**config.mk**
```make
export PLATFORM = sky130hd
export DESIGN_NAME = fetch_queue
export DESIGN_NICKNAME = d
export VERILOG_FILES = /design/src/rtl/fetch_queue.sv
export SDC_FILE = /design/constraint.sdc
export NUM_CORES = 1
export LEC_CHECK = 0
export ABC_AREA = 1
export BUFFER_PORTS_ARGS = -buffer_cell sky130_fd_sc_hd__buf_2
export CAP_MARGIN = 30
export CORE_MARGIN = 4
export CORE_UTILIZATION = 37
export CTS_BUF_LIST = sky130_fd_sc_hd__clkbuf_16
export CTS_CLUSTER_DIAMETER = 200
export DETAILED_ROUTE_END_ITERATION = 7
export GPL_TIMING_DRIVEN = 0
export MAX_ROUTING_LAYER = met4
export PLACE_DENSITY_LB_ADDON = 0.1
export SYNTH_ARGS = -nofsm -noshare
export SYNTH_HDL_FRONTEND = slang
export SYNTH_SLANG_ARGS = --single-unit
```
**constraint.sdc**
```tcl
create_clock -name clock -period 6.45 [get_ports clock]
set_input_delay 0.9675 -clock clock [delete_from_list [all_inputs] [get_ports clock]]
set_output_delay 0.9675 -clock clock [all_outputs]
set_load 0.02 [all_outputs]
```
**src/rtl/fetch_queue.sv**
```systemverilog
// Instruction fetch queue. It issues sequential imem reads against a credit check and buffers the
// returned words with their next-PC. The head entry is presented to decode, and a redirect flushes the queue.
module fetch_queue #(
  parameter int DEPTH = 4
) (
  input  logic                     clock,
  input  logic                     reset,
  output logic [31:0]              address_imem,
  input  logic [31:0]              q_imem,
  input  logic                     redirect,
  input  logic [31:0]              redirect_pc,
  input  logic                     insn_ready,
  output logic                     insn_valid,
  output logic [31:0]              insn,
  output logic [31:0]              insn_npc,
  output logic [$clog2(DEPTH):0]   occupancy
);

  localparam int AW = $clog2(DEPTH);
  localparam int CW = AW + 1;

  logic [31:0]   r_fetch_pc;
  logic          r_inflight;
  logic [31:0]   r_inflight_pc;
  logic [AW-1:0] r_head;
  logic [AW-1:0] r_tail;
  logic [CW-1:0] r_count;
  logic [31:0]   r_q_insn [DEPTH];
  logic [31:0]   r_q_npc  [DEPTH];

  logic [CW:0]   w_credit;
  logic          w_issue;
  logic          w_push;
  logic          w_pop;
  logic          w_valid;

  // An outstanding fetch holds a slot, so the queue can never be pushed while full.
  assign w_credit = {1'b0, r_count} + {{CW{1'b0}}, r_inflight};
  assign w_issue  = !redirect && (w_credit < (CW+1)'(DEPTH));
  assign w_valid  = (r_count != '0);
  assign w_push   = r_inflight && !redirect;
  assign w_pop    = w_valid && insn_ready && !redirect;

  always_ff @(posedge clock) begin
    if (!reset) begin
      r_fetch_pc    <= '0;
      r_inflight    <= 1'b0;
      r_inflight_pc <= '0;
      r_head        <= '0;
      r_tail        <= '0;
      r_count       <= '0;
    end else if (redirect) begin
      r_fetch_pc <= redirect_pc;
      r_inflight <= 1'b0;
      r_head     <= '0;
      r_tail     <= '0;
      r_count    <= '0;
    end else begin
      r_inflight <= w_issue;
      if (w_issue) begin
        r_inflight_pc <= r_fetch_pc;
        r_fetch_pc    <= r_fetch_pc + 32'd1;
      end
      if (w_push) r_tail <= r_tail + AW'(1);
      if (w_pop)  r_head <= r_head + AW'(1);
      case ({w_push, w_pop})
        2'b10:   r_count <= r_count + CW'(1);
        2'b01:   r_count <= r_count - CW'(1);
        default: r_count <= r_count;
      endcase
    end
  end

  // Entry storage needs no reset; the count alone decides which entries are live.
  always_ff @(posedge clock) begin
    if (reset && w_push) begin
      r_q_insn[r_tail] <= q_imem;
      r_q_npc[r_tail]  <= r_inflight_pc + 32'd1;
    end
  end

  assign address_imem = r_fetch_pc;
  assign insn_valid   = w_valid;
  assign insn         = w_valid ? r_q_insn[r_head] : 32'd0;
  assign insn_npc     = w_valid ? r_q_npc[r_head]  : 32'd0;
  assign occupancy    = r_count;

endmodule
```
==> results.sh, run 1 <==
export IMPL_status="finished, final reports clean"
export IMPL_cp_end_kind="output port"
export IMPL_htreeDepth=2
export IMPL_cts_resized=0
export IMPL_design_area_sq_um=17400
export IMPL_met2_usage=0.310
export IMPL_fin_ws_ns=2.82
export IMPL_cts_root_buf="clkbuf_16"
export IMPL_cts_sinks=330
export IMPL_die_w_microns=206
export IMPL_rsz0062_at_grt="no"
export IMPL_final_common_cell="nor2_1"
export IMPL_die_h_microns=206
export IMPL_wl_mm=39.7
export IMPL_drtIter0Drc=722
export IMPL_die_area_sq_um=42500
export IMPL_path_class="reg -> out"
export IMPL_multi_input_area_sq_um=4670
export IMPL_insertion_delay_ns=0.53
export IMPL_netlist_area_leader_share=0.529
export IMPL_grt_usage=0.189
export IMPL_critPathLaunchType="flop"
export IMPL_cts_tree="built"
export IMPL_drive_gt1_frac=0.186
export IMPL_top_usage_layer="met2"
export IMPL_first_pass_iters=5
export IMPL_ios=168
export IMPL_drc=0
export IMPL_arrival_ns=2.67
export IMPL_setup_violations_final=0
export IMPL_post_route_util=0.448
export IMPL_worst_slew_pin_slew_ns=0.838
export IMPL_crit_path_max_incr_delay_ns=0.49
export IMPL_dp_hpwl_mm=27.9
export IMPL_use_met1=0.250
export IMPL_seq_area_sq_um=9170
export IMPL_vias_per_cell=4.90
export IMPL_synth_cell_type_count=45
export IMPL_num_vias=10800
export IMPL_required_ns=5.48
export IMPL_postSynthCellCount=1449
export IMPL_cts_buffers=38
export IMPL_gp_congestion=0.901
export IMPL_clk_pin_slew_ns=0.06
export IMPL_grt_overflow=0
export IMPL_finalNetCount=1740
export IMPL_dpl_cell_area_sq_um=16200
export IMPL_yosys_area_top_type="edfxtp_1"
export IMPL_vdd_ir_drop_max_mv=0.135
export IMPL_dpl_cell_count=2142
export IMPL_synth_area_sq_um=14500
export IMPL_hp_start="r_head[1]$_SDFFE_PP0P_"
export IMPL_final_cell_mix="nor2_1, edfxtp_1, buf_2"
export IMPL_fillCellCount=3792
export IMPL_period_needed_ns=3.63
export IMPL_r2r_start="r_inflight$_SDFF_PP0_"
export IMPL_antenna_found_initial=1
export IMPL_finClkSkew_ns=0.0177
export IMPL_relSlewSlack=0.440
export IMPL_wire_per_inst_microns=18.0
export IMPL_holdBufCountCts=0
export IMPL_post_cts_buffers=0
export IMPL_layout_cells_non_filler=2210
export IMPL_path_cells="clkbuf_1 -> buf_2 -> nor2_1 -> nor2_1 -> o21ai_0 -> a21oi_1 -> buf_2"
export IMPL_cts_buffer_depth=3
export IMPL_finalCritPeriodShare=0.564
export IMPL_first_global_vias=10700
export IMPL_place_ws_ns=2.58
export IMPL_p_total_uw=4610
export IMPL_maxCapViolations=0
export IMPL_grt_use_met3=0.0279
export IMPL_max_freq_mhz=275
export IMPL_syn_nets=1525
export IMPL_avgSynthCellArea_sq_um=10.0
export IMPL_yosys_top_cells_area="edfxtp_1, dfxtp_1, nor2_1"
export IMPL_leakage_uw=0.00671
export IMPL_hold_viol=0
export IMPL_grt_pass1_wl_mm=60.7
export IMPL_fp_row_count=72
export IMPL_drtAntennaViolNets=0
export IMPL_slowest_stage="dfxtp_1"
export IMPL_core_sq_um=38700
export IMPL_synth_seq_cells=330
export IMPL_crit_path_max_fanout=10
export IMPL_start_util=0.375
export IMPL_io_buffer_count=166
export IMPL_yosys_warnings=0
export IMPL_r2r_slack_ns=4.42
export IMPL_syn_to_final_growth_pct=19.6
export IMPL_hp_class="reg -> reg"
export IMPL_drv_slew=0
export IMPL_grt_start_max_net_pins=28
export IMPL_ys_seq_area_frac=0.631
export IMPL_power_density_nw_per_um2=265
## report_power, final
part	switching [uW]	internal, uW	total (uW)
Combinational	179	78.4	257
Sequential	35.8	2330	2360
Clock	832	1160	1990
## synth_stat cells (all sizes together)
| cell | instances |
|---|---|
| o211ai | 1 |
| o221a | 1 |
| a22oi | 1 |
| or2 | 2 |
| edfxtp | 256 |
| nand3b | 4 |
| xor2 | 35 |
| and3 | 1 |
| ha | 7 |
| nor3b | 2 |
| clkbuf | 32 |
| dfxtp | 74 |
| nand3 | 50 |
| nor2 | 333 |
| a211oi | 8 |
| clkinv | 1 |
| nand2 | 148 |
| o21ai | 176 |
| a31oi | 8 |
| a22o | 2 |
| nor4 | 1 |
| inv | 111 |
| buf | 38 |
| nand4 | 21 |
| a311oi | 1 |
| xnor2 | 1 |
| nor3 | 26 |
| a21oi | 107 |
| fa | 1 |
## registers in the layout (all words and copies together) (netlist names), named ones only
signal         flops
r_inflight_pc     32
address_imem      32
r_inflight         1
r_head             2
occupancy          3
r_tail             2
r_q_npc          128
r_q_insn         128
## layer usage
metal,wire length [microns],vias up,part of all wire
met1,18000,5067,0.45
met2,18900,291,0.48
met3,1970,58,0.050
met4,879,0,0.022
li1,-,5405,-
met5,0,-,0
## layout make-up
| cell class | instances | area share |
|---|---|---|
| flip-flops and latches | 330 | 0.528 |
| multi-input cells | 937 | 0.269 |
| repair buffers | 175 | 0.0578 |
| clock buffers | 40 | 0.0576 |
| well taps | 518 | 0.0373 |
| inverters | 112 | 0.0242 |
| plain buffers | 70 | 0.0171 |
| clock inverters | 27 | 0.00900 |
| diodes | 1 | 0.000144 |
## per-stage QoR
step	hold slack (ns)	TNS, ns
2_1_floorplan	0.436	0
5_1_grt	0.513	0
3_5_place_dp	0.465	0
6_report	0.468	0
4_1_cts	0.474	0
3_3_place_gp	0.456	-305.56
## kinds of logic (layout without fill, tap and decap cells)
logic type                 Yosys count  count (layout)  synth area share
DFF                                330             330             0.631
buffers and inverters              182             424            0.0494
xor gates and xnor gates            36              36            0.0217
AOI/OAI and AO/OA                  305             305             0.109
and+or+nand+nor                    588             588             0.181
adders and majority gates            8               8           0.00741
other                                0               1                 0
## worst max-delay path: cells and delay by family, from the launching register on
family	cells	cell delay (ns)
AO/OA/AOI/OAI	2	0.44
buffers and inverters	3	1.07
flip-flops	1	0.49
AND/OR/NAND/NOR	2	0.16
## path summary, 6_finish.rpt
check / endpoint / cells after the start
max: insn_npc[19] / 7
min: r_head[1]$_SDFFE_PP0P_ / 2
max reg2reg: r_q_insn[1][5]$_DFFE_PP_ / 4
min reg2reg: r_head[1]$_SDFFE_PP0P_ / 2
Note: power is estimated with default switching activity, not from simulation.
==> run 2, diff against run 1 <==
- ABC_AREA: 1 -> 0
- clock period: 6.45 -> 2.96 ns (I/O delays scaled with it)
==> results.sh, run 2 <==
export IMPL_grt_overflow=0
export IMPL_synth_edf_count=256
export IMPL_cp_endpoint="insn_npc[15]"
export IMPL_wl_mm=32.2
export IMPL_drtIter0Drc=404
export IMPL_cts_tree="built"
export IMPL_max_freq_mhz=360
export IMPL_drive_gt1_frac=0.278
export IMPL_synth_seq_cells=330
export IMPL_syn_to_final_growth_pct=19.5
export IMPL_cts_buffers=37
export IMPL_drv_slew=0
export IMPL_final_common_cell="edfxtp_1"
export IMPL_netlist_area_leader_share=0.559
export IMPL_path_cells="or3_1 -> clkbuf_4 -> clkbuf_2 -> and2_1 -> buf_2"
export IMPL_fillCellCount=3369
export IMPL_postSynthCellCount=932
export IMPL_reg_top3="r_q_insn: 128 flops, r_q_npc: 128 flops"
export IMPL_regToRegEndpoint="occupancy[2]$_SDFFE_PP0P_"
export IMPL_die_w_microns=201
export IMPL_async_reset_ff_frac=0
export IMPL_die_area_sq_um=40300
export IMPL_r2r_slack_ns=0.59
export IMPL_avgSynthCellArea_sq_um=14.8
export IMPL_slowest_stage="or3_1"
export IMPL_rsz0062_at_grt="no"
export IMPL_hp_class="in -> reg"
export IMPL_hold_viol=0
export IMPL_synth_area_sq_um=13800
export IMPL_cts_root_buf="clkbuf_16"
export IMPL_critPathLaunchType="flop"
export IMPL_relSlewSlack=0.477
export IMPL_route_met2_wl_mm=15.4
export IMPL_final_cell_mix="edfxtp_1, buf_2, nand2_1"
export IMPL_ios=168
export IMPL_start_util=0.376
export IMPL_status="finished, final reports clean"
export IMPL_yosys_area_top_type="edfxtp_1"
export IMPL_num_vias=8337
export IMPL_num_antenna_cells=0
export IMPL_finClkSkew_ns=0.0125
export IMPL_dp_hpwl_mm=21.9
export IMPL_holdBufCountCts=0
export IMPL_wire_per_inst_microns=19.7
export IMPL_yosys_top_cells_area="edfxtp_1, dfxtp_1, mux4_2"
export IMPL_leakage_uw=0.00586
export IMPL_synth_most_common_cell="edfxtp_1"
export IMPL_top_layer="met4"
export IMPL_cts_buffer_depth=3
export IMPL_gp_congestion=0.828
export IMPL_yosys_warnings=0
export IMPL_insertion_delay_ns=0.51
export IMPL_core_sq_um=36600
export IMPL_vdd_ir_drop_max_mv=0.394
export IMPL_drtAntennaViolNets=0
export IMPL_worst_slew_pin_slew_ns=0.777
export IMPL_path_class="reg -> out"
export IMPL_cp_end_kind="output port"
export IMPL_grt_pass1_wl_mm=50.9
export IMPL_first_global_vias=8726
export IMPL_arrival_ns=2.33
export IMPL_ys_seq_area_frac=0.666
export IMPL_ys_top_cells_by_count="edfxtp_1, nand2_1, dfxtp_1"
export IMPL_first_pass_iters=4
export IMPL_antenna_found_initial=0
export IMPL_r2r_cells=8
export IMPL_grt_usage=0.163
export IMPL_finalCritPeriodShare=0.938
export IMPL_met1_length_mm=14.6
export IMPL_crit_path_max_incr_delay_ns=0.54
export IMPL_maxCapViolations=0
export IMPL_clk_pin_slew_ns=0.06
export IMPL_vias_per_cell=5.09
export IMPL_io_buffer_count=167
export IMPL_drc=0
export IMPL_dpl_cell_area_sq_um=15300
export IMPL_setup_violations_final=0
export IMPL_finalNetCount=1217
export IMPL_synthFlopType="edfxtp_1"
export IMPL_htreeDepth=2
export IMPL_met3_wirelength_mm=1.63
export IMPL_syn_nets=1008
export IMPL_design_area_sq_um=16400
export IMPL_startpoint="occupancy[0]$_SDFFE_PP0P_"
export IMPL_post_route_util=0.449
export IMPL_synth_cell_type_count=52
export IMPL_crit_path_max_fanout=10
export IMPL_whs_ns=0.148
export IMPL_grt_start_max_net_pins=50
export IMPL_period_needed_ns=2.78
export IMPL_die_h_microns=201
export IMPL_fp_row_count=70
export IMPL_required_ns=2.52
export IMPL_r2r_start="occupancy[0]$_SDFFE_PP0P_"
export IMPL_power_density_nw_per_um2=589
export IMPL_cts_sinks=330
run 2: changes by cell type in the layout (fill, tap and decap cells not counted), sizes merged, moves of 29 or more:
cell,delta
a21oi,-71
and2,+66
inv,-97
mux4,+64
nand2,-55
nor2,-301
o21ai,-148
xnor2,+29
run 2: cells by family after synthesis:
family | share of synthesized area
flip-flops | 0.666
AND/OR/NAND/NOR | 0.126
AO/OA/AOI/OAI | 0.0450
buffers and inverters | 0.0215
multiplexers | 0.106
XOR/XNOR | 0.0274
adder cells (fa/ha/maj) | 0.00782
run 2: how the worst min path moves through the flow:
stage | start | endpoint | slack [ns] | cells past startpoint
after floorplan | r_inflight_pc[31]$_SDFFE_PN0P_ | r_inflight_pc[31]$_SDFFE_PN0P_ | 0.45 | 2
after global placement | r_inflight_pc[31]$_SDFFE_PN0P_ | r_inflight_pc[31]$_SDFFE_PN0P_ | 0.47 | 2
after detailed placement | r_inflight_pc[31]$_SDFFE_PN0P_ | r_inflight_pc[31]$_SDFFE_PN0P_ | 0.47 | 2
after CTS | q_imem[27] | r_q_insn[0][27]$_DFFE_PP_ | 0.12 | 1
after global routing | q_imem[27] | r_q_insn[3][27]$_DFFE_PP_ | 0.12 | 1
final | q_imem[28] | r_q_insn[2][28]$_DFFE_PP_ | 0.15 | 1
run 2: timing repair:
item                                    4_1_cts  5_1_grt
endpoints found under the setup margin       61       27
gates resized for setup                      17        2
buffers inserted                              0        0
endpoints found under the hold margin         0        0
cloned                                        0        0
run 2: critical path, delay by kind of cell, from the launching register on:
family	cells	cell delay, ns
and+or+nand+nor	2	0.75
buffers and inverters	3	0.69
DFF	1	0.37
run 2: per-stage QoR:
stage          setup TNS, ns  total power, uW  instances  setup WS, ns
2_1_floorplan              0             5460        932         0.674
3_3_place_gp         -159.39             5670       1567        -0.642
3_5_place_dp               0             5680       1571        0.0784
4_1_cts                    0             9840       1637       0.00293
5_1_grt                    0            10100       1637        0.0238
6_report                   0             9690       1637         0.185
run 2: where the power goes:
part	leakage (uW)	switching [uW]	internal, uW	total, uW
registers	0.00304	88.6	5050	5140
clock network	0.000590	1750	2360	4110
logic	0.00223	273	162	435
total	0.00586	2110	7580	9690
run 2: layer usage:
layer  track usage  up-vias
li1              -     3998
met1         0.219     4076
met2         0.264      224
met3        0.0286       39
met4        0.0332        0
met5             -        -
run 2: layout make-up:
| cell class | count | area (sq um) | share of cell area |
|---|---|---|---|
| Buffer | 54 | 272 | 0.0165 |
| Clock buffer | 37 | 926 | 0.0563 |
| Clock inverter | 30 | 175 | 0.0107 |
| Inverter | 14 | 52.6 | 0.00320 |
| Multi-Input combinational cell | 533 | 4310 | 0.262 |
| Sequential cell | 330 | 9170 | 0.558 |
| Tap cell | 468 | 586 | 0.0356 |
| Timing Repair Buffer | 171 | 946 | 0.0575 |
